## src/rtl/uart_tx_arbiter_if.sv

```systemverilog
// Requester and Uart8-tx bundle shared by the arbiter and its environment.
// slave: arbiter view. master: client/transmitter view.
interface uart_tx_arbiter_if #(
  parameter int NUM_REQ = 4
);
  localparam int IW = (NUM_REQ > 1) ? $clog2(NUM_REQ) : 1;

  logic [NUM_REQ-1:0]   req;
  logic [8*NUM_REQ-1:0] reqByte;
  logic [NUM_REQ-1:0]   ack;
  logic [NUM_REQ-1:0]   done;
  logic [IW-1:0]        grantId;
  logic                 uartTxEn;
  logic                 uartTxStart;
  logic [7:0]           uartIn;
  logic                 uartTxBusy;
  logic                 uartTxDone;

  modport slave (
    input  req, reqByte, uartTxBusy, uartTxDone,
    output ack, done, grantId, uartTxEn, uartTxStart, uartIn
  );

  modport master (
    output req, reqByte, uartTxBusy, uartTxDone,
    input  ack, done, grantId, uartTxEn, uartTxStart, uartIn
  );
endinterface

```

## src/rtl/uart_tx_arbiter.sv

```systemverilog
// Round-robin arbiter/sequencer sharing one Uart8 transmitter among NUM_REQ byte requesters.
// Latency: req in IDLE -> ack + txStart next edge; GAP_CYCLES forced idle after each byte.
// Backpressure: requesters hold req until ack; START/WAIT stall on txBusy/txDone (watchdog via UART_TX_ARB_TIMEOUT_EN).
module uart_tx_arbiter #(
  parameter int NUM_REQ        = 4,
  parameter int GAP_CYCLES     = 16,
  parameter int TIMEOUT_CYCLES = 4096
) (
  input  logic             clk,
  input  logic             rstN,
  input  logic             en,
  uart_tx_arbiter_if.slave bus,
  output logic             busy,
  output logic             timeoutErr
);

  localparam int IW = (NUM_REQ > 1) ? $clog2(NUM_REQ) : 1;
  // Gap counter only needs to hold 0..GAP_CYCLES-1.
  localparam int GW = (GAP_CYCLES > 1) ? $clog2(GAP_CYCLES) : 1;
  localparam logic [GW-1:0] GAP_LAST = GW'((GAP_CYCLES > 0) ? GAP_CYCLES - 1 : 0);

  typedef enum logic [1:0] {IDLE, START, WAIT, GAP} state_t;

  state_t        state;
  logic [IW-1:0] ptr;
  logic [GW-1:0] gap_cnt;
  logic [7:0]    req_bytes [NUM_REQ];
  logic          sel_vld;
  logic [IW-1:0] sel_id;
  logic [IW-1:0] cand;
  logic          tmo_hit;

  for (genvar i = 0; i < NUM_REQ; i++) begin : g_bytes
    assign req_bytes[i] = bus.reqByte[8*i +: 8];
  end

  // Pick the first set req at or after ptr; scanning from the far end lets the nearest one win.
  always_comb begin
    sel_vld = 1'b0;
    sel_id  = '0;
    cand    = '0;
    for (int k = NUM_REQ - 1; k >= 0; k--) begin
      cand = (int'(ptr) + k >= NUM_REQ) ? IW'(int'(ptr) + k - NUM_REQ) : IW'(int'(ptr) + k);
      if (bus.req[cand]) begin
        sel_vld = 1'b1;
        sel_id  = cand;
      end
    end
  end

`ifdef UART_TX_ARB_TIMEOUT_EN
  localparam int TW = $clog2(TIMEOUT_CYCLES + 1);
  localparam logic [TW-1:0] TMO_LAST = TW'(TIMEOUT_CYCLES - 1);
  logic [TW-1:0] tmo_cnt;
  assign tmo_hit = ((state == START) || (state == WAIT)) && (tmo_cnt == TMO_LAST);
`else
  assign tmo_hit    = 1'b0;
  assign timeoutErr = 1'b0;
`endif

  // Sequencer: arbitrate in IDLE, hand the byte to Uart8, wait for completion, then hold the gap.
  always_ff @(posedge clk or negedge rstN) begin
    if (!rstN) begin
      state           <= IDLE;
      ptr             <= '0;
      gap_cnt         <= '0;
      busy            <= 1'b0;
      bus.ack         <= '0;
      bus.done        <= '0;
      bus.grantId     <= '0;
      bus.uartTxEn    <= 1'b0;
      bus.uartTxStart <= 1'b0;
      bus.uartIn      <= '0;
`ifdef UART_TX_ARB_TIMEOUT_EN
      tmo_cnt         <= '0;
      timeoutErr      <= 1'b0;
`endif
    end else begin
      bus.ack  <= '0;
      bus.done <= '0;
`ifdef UART_TX_ARB_TIMEOUT_EN
      // Free-running; cleared whenever START or WAIT is entered.
      tmo_cnt  <= tmo_cnt + 1'b1;
`endif
      if ((state != IDLE) && (!en || tmo_hit)) begin
        // Abort: the byte in flight is dropped, pointer keeps its advanced value.
        state           <= IDLE;
        busy            <= 1'b0;
        bus.uartTxEn    <= 1'b0;
        bus.uartTxStart <= 1'b0;
`ifdef UART_TX_ARB_TIMEOUT_EN
        if (tmo_hit) timeoutErr <= 1'b1;
`endif
      end else begin
        case (state)
          IDLE: begin
            if (en && sel_vld) begin
              state           <= START;
              busy            <= 1'b1;
              bus.uartTxEn    <= 1'b1;
              bus.uartTxStart <= 1'b1;
              bus.uartIn      <= req_bytes[sel_id];
              bus.grantId     <= sel_id;
              bus.ack[sel_id] <= 1'b1;
              ptr             <= (sel_id == IW'(NUM_REQ - 1)) ? '0 : sel_id + 1'b1;
`ifdef UART_TX_ARB_TIMEOUT_EN
              tmo_cnt         <= '0;
`endif
            end
          end
          START: begin
            if (bus.uartTxBusy) begin
              state           <= WAIT;
              bus.uartTxStart <= 1'b0;
`ifdef UART_TX_ARB_TIMEOUT_EN
              tmo_cnt         <= '0;
`endif
            end
          end
          WAIT: begin
            if (bus.uartTxDone && !bus.uartTxBusy) begin
              bus.done[bus.grantId] <= 1'b1;
              if (GAP_CYCLES == 0) begin
                state        <= IDLE;
                busy         <= 1'b0;
                bus.uartTxEn <= 1'b0;
              end else begin
                state   <= GAP;
                gap_cnt <= '0;
              end
            end
          end
          GAP: begin
            if (gap_cnt == GAP_LAST) begin
              state        <= IDLE;
              busy         <= 1'b0;
              bus.uartTxEn <= 1'b0;
            end else begin
              gap_cnt <= gap_cnt + 1'b1;
            end
          end
          default: state <= IDLE;
        endcase
      end
    end
  end

endmodule

```

## src/flat_wrapper.sv

```systemverilog
// flat-port wrapper written by rule: the top's interface ports become plain ports
module uart_tx_arbiter_flat 
#(
  parameter int NUM_REQ        = 4,
  parameter int GAP_CYCLES     = 16,
  parameter int TIMEOUT_CYCLES = 4096
)
  (clk, rstN, en, busy, timeoutErr, bus_req, bus_reqByte, bus_uartTxBusy, bus_uartTxDone, bus_ack, bus_done, bus_grantId, bus_uartTxEn, bus_uartTxStart, bus_uartIn);
  uart_tx_arbiter_if #(.NUM_REQ(NUM_REQ)) bus_i ();
  input  logic clk;
  input  logic rstN;
  input  logic en;
  output logic busy;
  output logic timeoutErr;
  input wire logic [$bits(bus_i.req)-1:0] bus_req;
  input wire logic [$bits(bus_i.reqByte)-1:0] bus_reqByte;
  input wire logic [$bits(bus_i.uartTxBusy)-1:0] bus_uartTxBusy;
  input wire logic [$bits(bus_i.uartTxDone)-1:0] bus_uartTxDone;
  output wire logic [$bits(bus_i.ack)-1:0] bus_ack;
  output wire logic [$bits(bus_i.done)-1:0] bus_done;
  output wire logic [$bits(bus_i.grantId)-1:0] bus_grantId;
  output wire logic [$bits(bus_i.uartTxEn)-1:0] bus_uartTxEn;
  output wire logic [$bits(bus_i.uartTxStart)-1:0] bus_uartTxStart;
  output wire logic [$bits(bus_i.uartIn)-1:0] bus_uartIn;
  assign bus_i.req = bus_req;
  assign bus_i.reqByte = bus_reqByte;
  assign bus_i.uartTxBusy = bus_uartTxBusy;
  assign bus_i.uartTxDone = bus_uartTxDone;
  assign bus_ack = bus_i.ack;
  assign bus_done = bus_i.done;
  assign bus_grantId = bus_i.grantId;
  assign bus_uartTxEn = bus_i.uartTxEn;
  assign bus_uartTxStart = bus_i.uartTxStart;
  assign bus_uartIn = bus_i.uartIn;
  uart_tx_arbiter #(.NUM_REQ(NUM_REQ), .GAP_CYCLES(GAP_CYCLES), .TIMEOUT_CYCLES(TIMEOUT_CYCLES)) u_core (.clk(clk), .rstN(rstN), .en(en), .bus(bus_i), .busy(busy), .timeoutErr(timeoutErr));
endmodule
```

## config.mk

```make
export PLATFORM = sky130hd
export DESIGN_NAME = uart_tx_arbiter_flat
export DESIGN_NICKNAME = d
export VERILOG_FILES = /design/src/rtl/uart_tx_arbiter_if.sv /design/src/rtl/uart_tx_arbiter.sv /design/src/flat_wrapper.sv
export SDC_FILE = /design/constraint.sdc
export NUM_CORES = 1
export LEC_CHECK = 0
export CAP_MARGIN = 25
export CORE_MARGIN = 2
export CORE_UTILIZATION = 40
export CTS_CLUSTER_SIZE = 25
export DETAILED_ROUTE_END_ITERATION = 16
export GPL_ROUTABILITY_DRIVEN = 0
export PLACE_DENSITY = 0.74
export SYNTH_ARGS = -nofsm -noshare
export SYNTH_HDL_FRONTEND = slang
export SYNTH_SLANG_ARGS = --single-unit
```

## constraint.sdc

```tcl
create_clock -name clk -period 4 [get_ports clk]
set_input_delay 0.8 -clock clk [delete_from_list [all_inputs] [get_ports clk]]
set_output_delay 0.8 -clock clk [all_outputs]
set_load 0.02 [all_outputs]
```

==> results of run 1 <==
## Yosys cell counts, types with 2 or more instances
library cell	n
o221ai_1	7
mux2i_1	16
and3_1	3
a22o_1	5
ha_1	7
nand2_1	19
nor2_1	8
inv_1	6
nor2b_1	3
dfrtp_1	28
a21oi_1	4
o22ai_2	2
nand3_1	2
buf_4	2
buf_6	4
nor3_1	6
o21ai_0	6
mux2_2	3
## per-stage QoR
stage,total power [mW],instances
6_report,1.35,262
4_1_cts,1.36,262
3_5_place_dp,1.19,258
5_1_grt,1.45,262
3_3_place_gp,1.16,258
2_1_floorplan,0.940,153
## worst reg2reg max path: stages (launching register included)
cell	delay, ns
dfrtp_1	0.43
o221a_2	0.29
o22ai_2	0.11
buf_4	0.32
inv_1	0.14
ha_1	0.28
mux2_2	0.25
## per-layer routing
layer / routed length (um) / share of wire [%]
met5: 0 / 0
met4: 23 / 0.59
met3: 125 / 3.2
met2: 2170 / 55
met1: 1600 / 41
## registers in the layout (all words and copies together) (netlist names)
name	flops
u_core.bus.done	4
u_core.bus.uartTxEn	1
u_core.bus.uartIn	8
u_core.ptr	2
u_core.bus.uartTxStart	1
u_core.bus.ack	4
u_core.state	2
u_core.gap_cnt	4
u_core.bus.grantId	2
## layout make-up
type | count | share of cell area (%)
Inverter | 6 | 0.981
Timing Repair Buffer | 63 | 27.2
Tap cell | 50 | 2.72
Clock buffer | 4 | 2.40
Multi-Input combinational cell | 111 | 36.1
Sequential cell | 28 | 30.5
## cell families (layout without fill, tap and decap cells)
family          count (synthesis)  count (layout)  share of synthesized area (%)
xor+xnor                        1               1                          0.540
simple gates                   49              49                           15.7
flops                          28              28                           43.2
mux                            19              19                           12.0
buf+inv                        14              73                           5.63
compound gates                 34              34                           17.3
other cells                     1               1                          0.231
fa+ha+maj                       7               7                           5.40
## placed cells by master (no fill, tap or decap), types with 3 or more instances in the layout
cell type	instances
nor2_1	8
nand2_1	19
clkbuf_8	4
o21ai_0	6
nor2b_1	3
mux2i_1	16
ha_1	7
o221ai_1	7
mux2_2	3
inv_1	6
clkdlybuf4s50_1	61
nor3_1	6
a22o_1	5
and3_1	3
dfrtp_1	28
a21oi_1	4
## power by group
group	internal, mW	switching (mW)	total, mW
sequential	0.374	0.0730	0.447
clock	0.0881	0.0847	0.173
combinational	0.352	0.378	0.730
## worst max-delay path by stage
stage / slack (ns) / to / cells after the start
CTS: 1.40 / u_core.ptr[1] / 8
global placement: 1.19 / u_core.ptr[1] / 8
detailed placement: 1.11 / u_core.ptr[1] / 8
global route: 1.33 / u_core.ptr[1] / 8
floorplan: 1.87 / u_core.ptr[1] / 7
finish: 1.40 / u_core.ptr[1] / 8
==> results.cfg, run 1 <==
[status]
status = completed

[worst_hold_path]
min-delay-path-class = reg -> reg
worstHoldStart = u_core.bus.uartTxStart
whs_path_depth = 2
min_to = u_core.bus.uartTxStart

[route]
vias_per_cell = 5.25
ant_nets = 0
drc_errors = 0
first_iter_violations = 55
vias = 1376
dr.pass1.iters = 4
wl_per_cell_um = 15.0
wl_um = 3930

[job]
drv_cap = 0

[yosys]
ys_ff_latch = 28
ys_async_sr_fraction_pct = 100
yosys.area.top_type = dfrtp_1
synthFlopType = dfrtp_1
yosys_warnings = 0
synth-edff-count = 0
syn_inst = 153
netlist-cell-type-count = 40
synth_area_leaders = dfrtp_1 (43%), mux2i_1 (9.9%), ha_1 (5.4%)
synth_top_area_share_pct = 43.2
yosysSeqAreaShare_pct = 43.2
syn_nets = 201
netlist_area_um2 = 1620
avgSynthCellArea_um2 = 10.6

[cts]
cts_buffer_depth = 2
numCtsBuffers = 3
cts_max_level = 1
clk_pin_slew_worst_paths_ns = 0.09
cts_setup_buffers = 0
hold_buffers = 0
tritoncts = yes
cts_sinks = 28
clkLatencyLatePin_ns = 0.27
ctsResizeCount = 0
cts_root_buf = clkbuf_8

[final_layout]
fin_util_pct = 58.2
final_cell_area_um2 = 2300
layout-area-overhead-vs-synth_pct = 41.6
drive_above_1_share_pct = 9.91
fillers = 333
regArea_um2 = 701
nets = 261
multi_input_area_um2 = 830
diodes = 0

[floorplanning]
initial_core_util_pct = 41.1
io_pins = 63
dieWidth_um = 67.7
die_h_um = 67.7
rows = 23
fp.dieArea_um2 = 4580
core_area_um2 = 3940

[pwr]
pwr_density_cell_nw_per_um2 = 588
vdd_drop_max_uv = 341
power.leakage_nw = 1.07

[global_routing]
grt_max_degree = 29
grt_pass1_vias = 1349
grt_pass1_wl_um = 6220
grt_antenna_before_repair = 0
grt_util_met3_pct = 3.67
top_usage_layer = met2
track_usage_pct = 18.0
grt_use_met2_pct = 32.2
grt-ovfl-total = 0
met1_usage_pct = 21.8

[placed_design]
portBuffers = 61
dpl_worst_slack_ns = 1.11
place_area_um2 = 2240
hpwl_um = 3120

[setup_path]
critPathMaxStageDelay_ns = 0.50
crit_path_top_delay_cell = clkdlybuf4s50_1
critical_path.top_delay_family = buffers and inverters
timing.rr.end = u_core.ptr[1]
crit_start = bus_req[2]
cp_data_arrival_time_ns = 2.76
crit_fanout = 20
crit_path_frequent_cell = inv_1
critPathKind = in -> reg
cp-start-kind = primary input
endpoint_kind = flip-flop
path_buf_inv = 4
reg2reg_depth = 6
regToRegStartpoint = u_core.ptr[0]
path_cells = clkdlybuf4s50_1 -> inv_1 -> o221a_2 -> o22ai_2 -> buf_4 -> inv_1 -> ha_1 -> mux2_2
critPathRequiredTime_ns = 4.17
regToRegSetupSlack_ns = 2.07

[timing]
report.final.slew_viol_count = 0
finalClockSkew_ns = 0.00379
worst_slack_ns = 1.40
min_period_over_period_pct = 64.9
max_freq_mhz = 385
finalCriticalPeriod_ns = 2.60
hold_ws_ns = 0.487
grt_setup_unrepaired = no
setup_viol = 0
finalHoldViolCount = 0
tns_ns = 0
Note: power is estimated with default switching activity, not from simulation.
==> run 2, diff against run 1 <==
- CORE_UTILIZATION: 40 -> 39
- PLACE_DENSITY: 0.74 -> 0.76
- clock period: 4 -> 2.3 ns (I/O delays scaled with it)
==> results.cfg, run 2 (synthesized netlist as in run 1, its figures left out) <==
[status]
status = completed

[setup_path]
critPathRequiredTime_ns = 2.48
endpoint_kind = flip-flop
critPathKind = in -> reg
critPathMaxStageDelay_ns = 0.50
cp_data_arrival_time_ns = 2.18
critical_path.top_delay_family = buffers and inverters
crit_path_frequent_cell = inv_1
path_cells = clkdlybuf4s50_1 -> inv_1 -> o221a_2 -> o22ai_2 -> inv_1 -> ha_1 -> mux2_2
crit_path_top_delay_cell = clkdlybuf4s50_1
path_buf_inv = 3
cp-start-kind = primary input
crit_fanout = 3

[cts]
cts_max_level = 1
cts_setup_buffers = 0
numCtsBuffers = 3
cts_root_buf = clkbuf_8
clkLatencyLatePin_ns = 0.28
cts_buffer_depth = 2
ctsResizeCount = 0
cts_sinks = 28
clk_pin_slew_worst_paths_ns = 0.10
hold_buffers = 0
tritoncts = yes

[pwr]
pwr_density_cell_nw_per_um2 = 1020
vdd_drop_max_uv = 648
finalPower_mw = 2.40
power.leakage_nw = 1.10

[floorplanning]
rows = 23
initial_core_util_pct = 40.5
die_h_um = 68.5
core_area_um2 = 4000
fp.dieArea_um2 = 4690
dieWidth_um = 68.5
io_pins = 63

[timing]
finalHoldViolCount = 0
setup_viol = 0
max_freq_mhz = 498
grt_setup_unrepaired = no
finalClockSkew_ns = 0.00509
report.final.slew_viol_count = 0
finalCriticalPeriod_ns = 2.01
min_period_over_period_pct = 87.2
tns_ns = 0
hold_ws_ns = 0.496

[final_layout]
largest_register = u_core.bus.uartIn
drive_above_1_share_pct = 11.6
multi_input_area_um2 = 830
fin_cells = 266
diodes = 0
layout_common_cells = clkdlybuf4s50_1 (61), dfrtp_1 (28), nand2_1 (19)
final_cell_area_um2 = 2350
fillers = 342
nets = 265
final_common_cell = clkdlybuf4s50_1
layout-area-overhead-vs-synth_pct = 45.0
largest_register_ff_count = 8
regArea_um2 = 701

[global_routing]
grt_pass1_wl_um = 6020
grt-ovfl-total = 0
grt_pass1_vias = 1264
grt_antenna_before_repair = 0
track_usage_pct = 17.5
grt_max_degree = 29

[job]
drv_cap = 0

[route]
wl_per_cell_um = 14.2
vias_per_cell = 5.08
wl_um = 3790
first_iter_violations = 73
drc_errors = 0
ant_nets = 0
vias = 1350
dr.pass1.iters = 4

[placed_design]
place_area_um2 = 2300
dp_cells = 262
hpwl_um = 2910
portBuffers = 61

[worst_hold_path]
min-delay-path-class = reg -> reg
run 2: changes by cell type in the layout (fill, tap and decap cells not counted), sizes merged:
cell	before	now
buf	2	6
run 2: layout make-up:
type	count	area share [%]
timing repair buffer	67	29.0
multi-input combinational	111	35.3
sequential	28	29.8
inverter	6	0.958
clock buffer	4	2.34
tap	50	2.66
run 2: final timing paths:
kind / start / to / slack, ns / depth (start not counted)
worst min register to register: u_core.bus.uartIn[0] / u_core.bus.uartIn[0] / 0.50 / 2
worst max-delay path: bus_req[2] / u_core.ptr[1] / 0.29 / 7
min in group asynchronous: rstN / u_core.bus.uartIn[7] / 0.55 / 2
worst min-delay path: u_core.bus.uartIn[0] / u_core.bus.uartIn[0] / 0.50 / 2
max in group asynchronous: rstN / u_core.bus.done[0] / 1.47 / 2
worst max register to register: u_core.state[0] / u_core.gap_cnt[0] / 0.51 / 7
run 2: metal layers:
| layer | part of all wire (%) | vias up | track usage (%) |
|---|---|---|---|
| met1 | 44 | 642 | 21.9 |
| met3 | 3.4 | 5 | 4.44 |
| met5 | 0 | - | 0 |
| met4 | 1.2 | 0 | 7.25 |
| li1 | - | 678 | - |
| met2 | 51 | 25 | 28.5 |
run 2: through the flow:
step | setup slack [ns] | util (%)
3_5_place_dp | -0.0155 | 57.4
3_3_place_gp | 0.0665 | 57.4
5_1_grt | 0.208 | 58.8
6_report | 0.293 | 58.8
2_1_floorplan | 0.511 | -
4_1_cts | 0.287 | 58.8
run 2: where the power goes:
part	internal (mW)	leakage [nW]	switching [mW]
Sequential	0.651	0.363	0.117
Combinational	0.657	0.707	0.667
Clock	0.154	0.0288	0.157
Total	1.46	1.10	0.941
run 2: worst min-delay path: stages (launching register included):
cell      delay, ns
dfrtp_1        0.35
nand2_1        0.05
o221ai_1       0.06
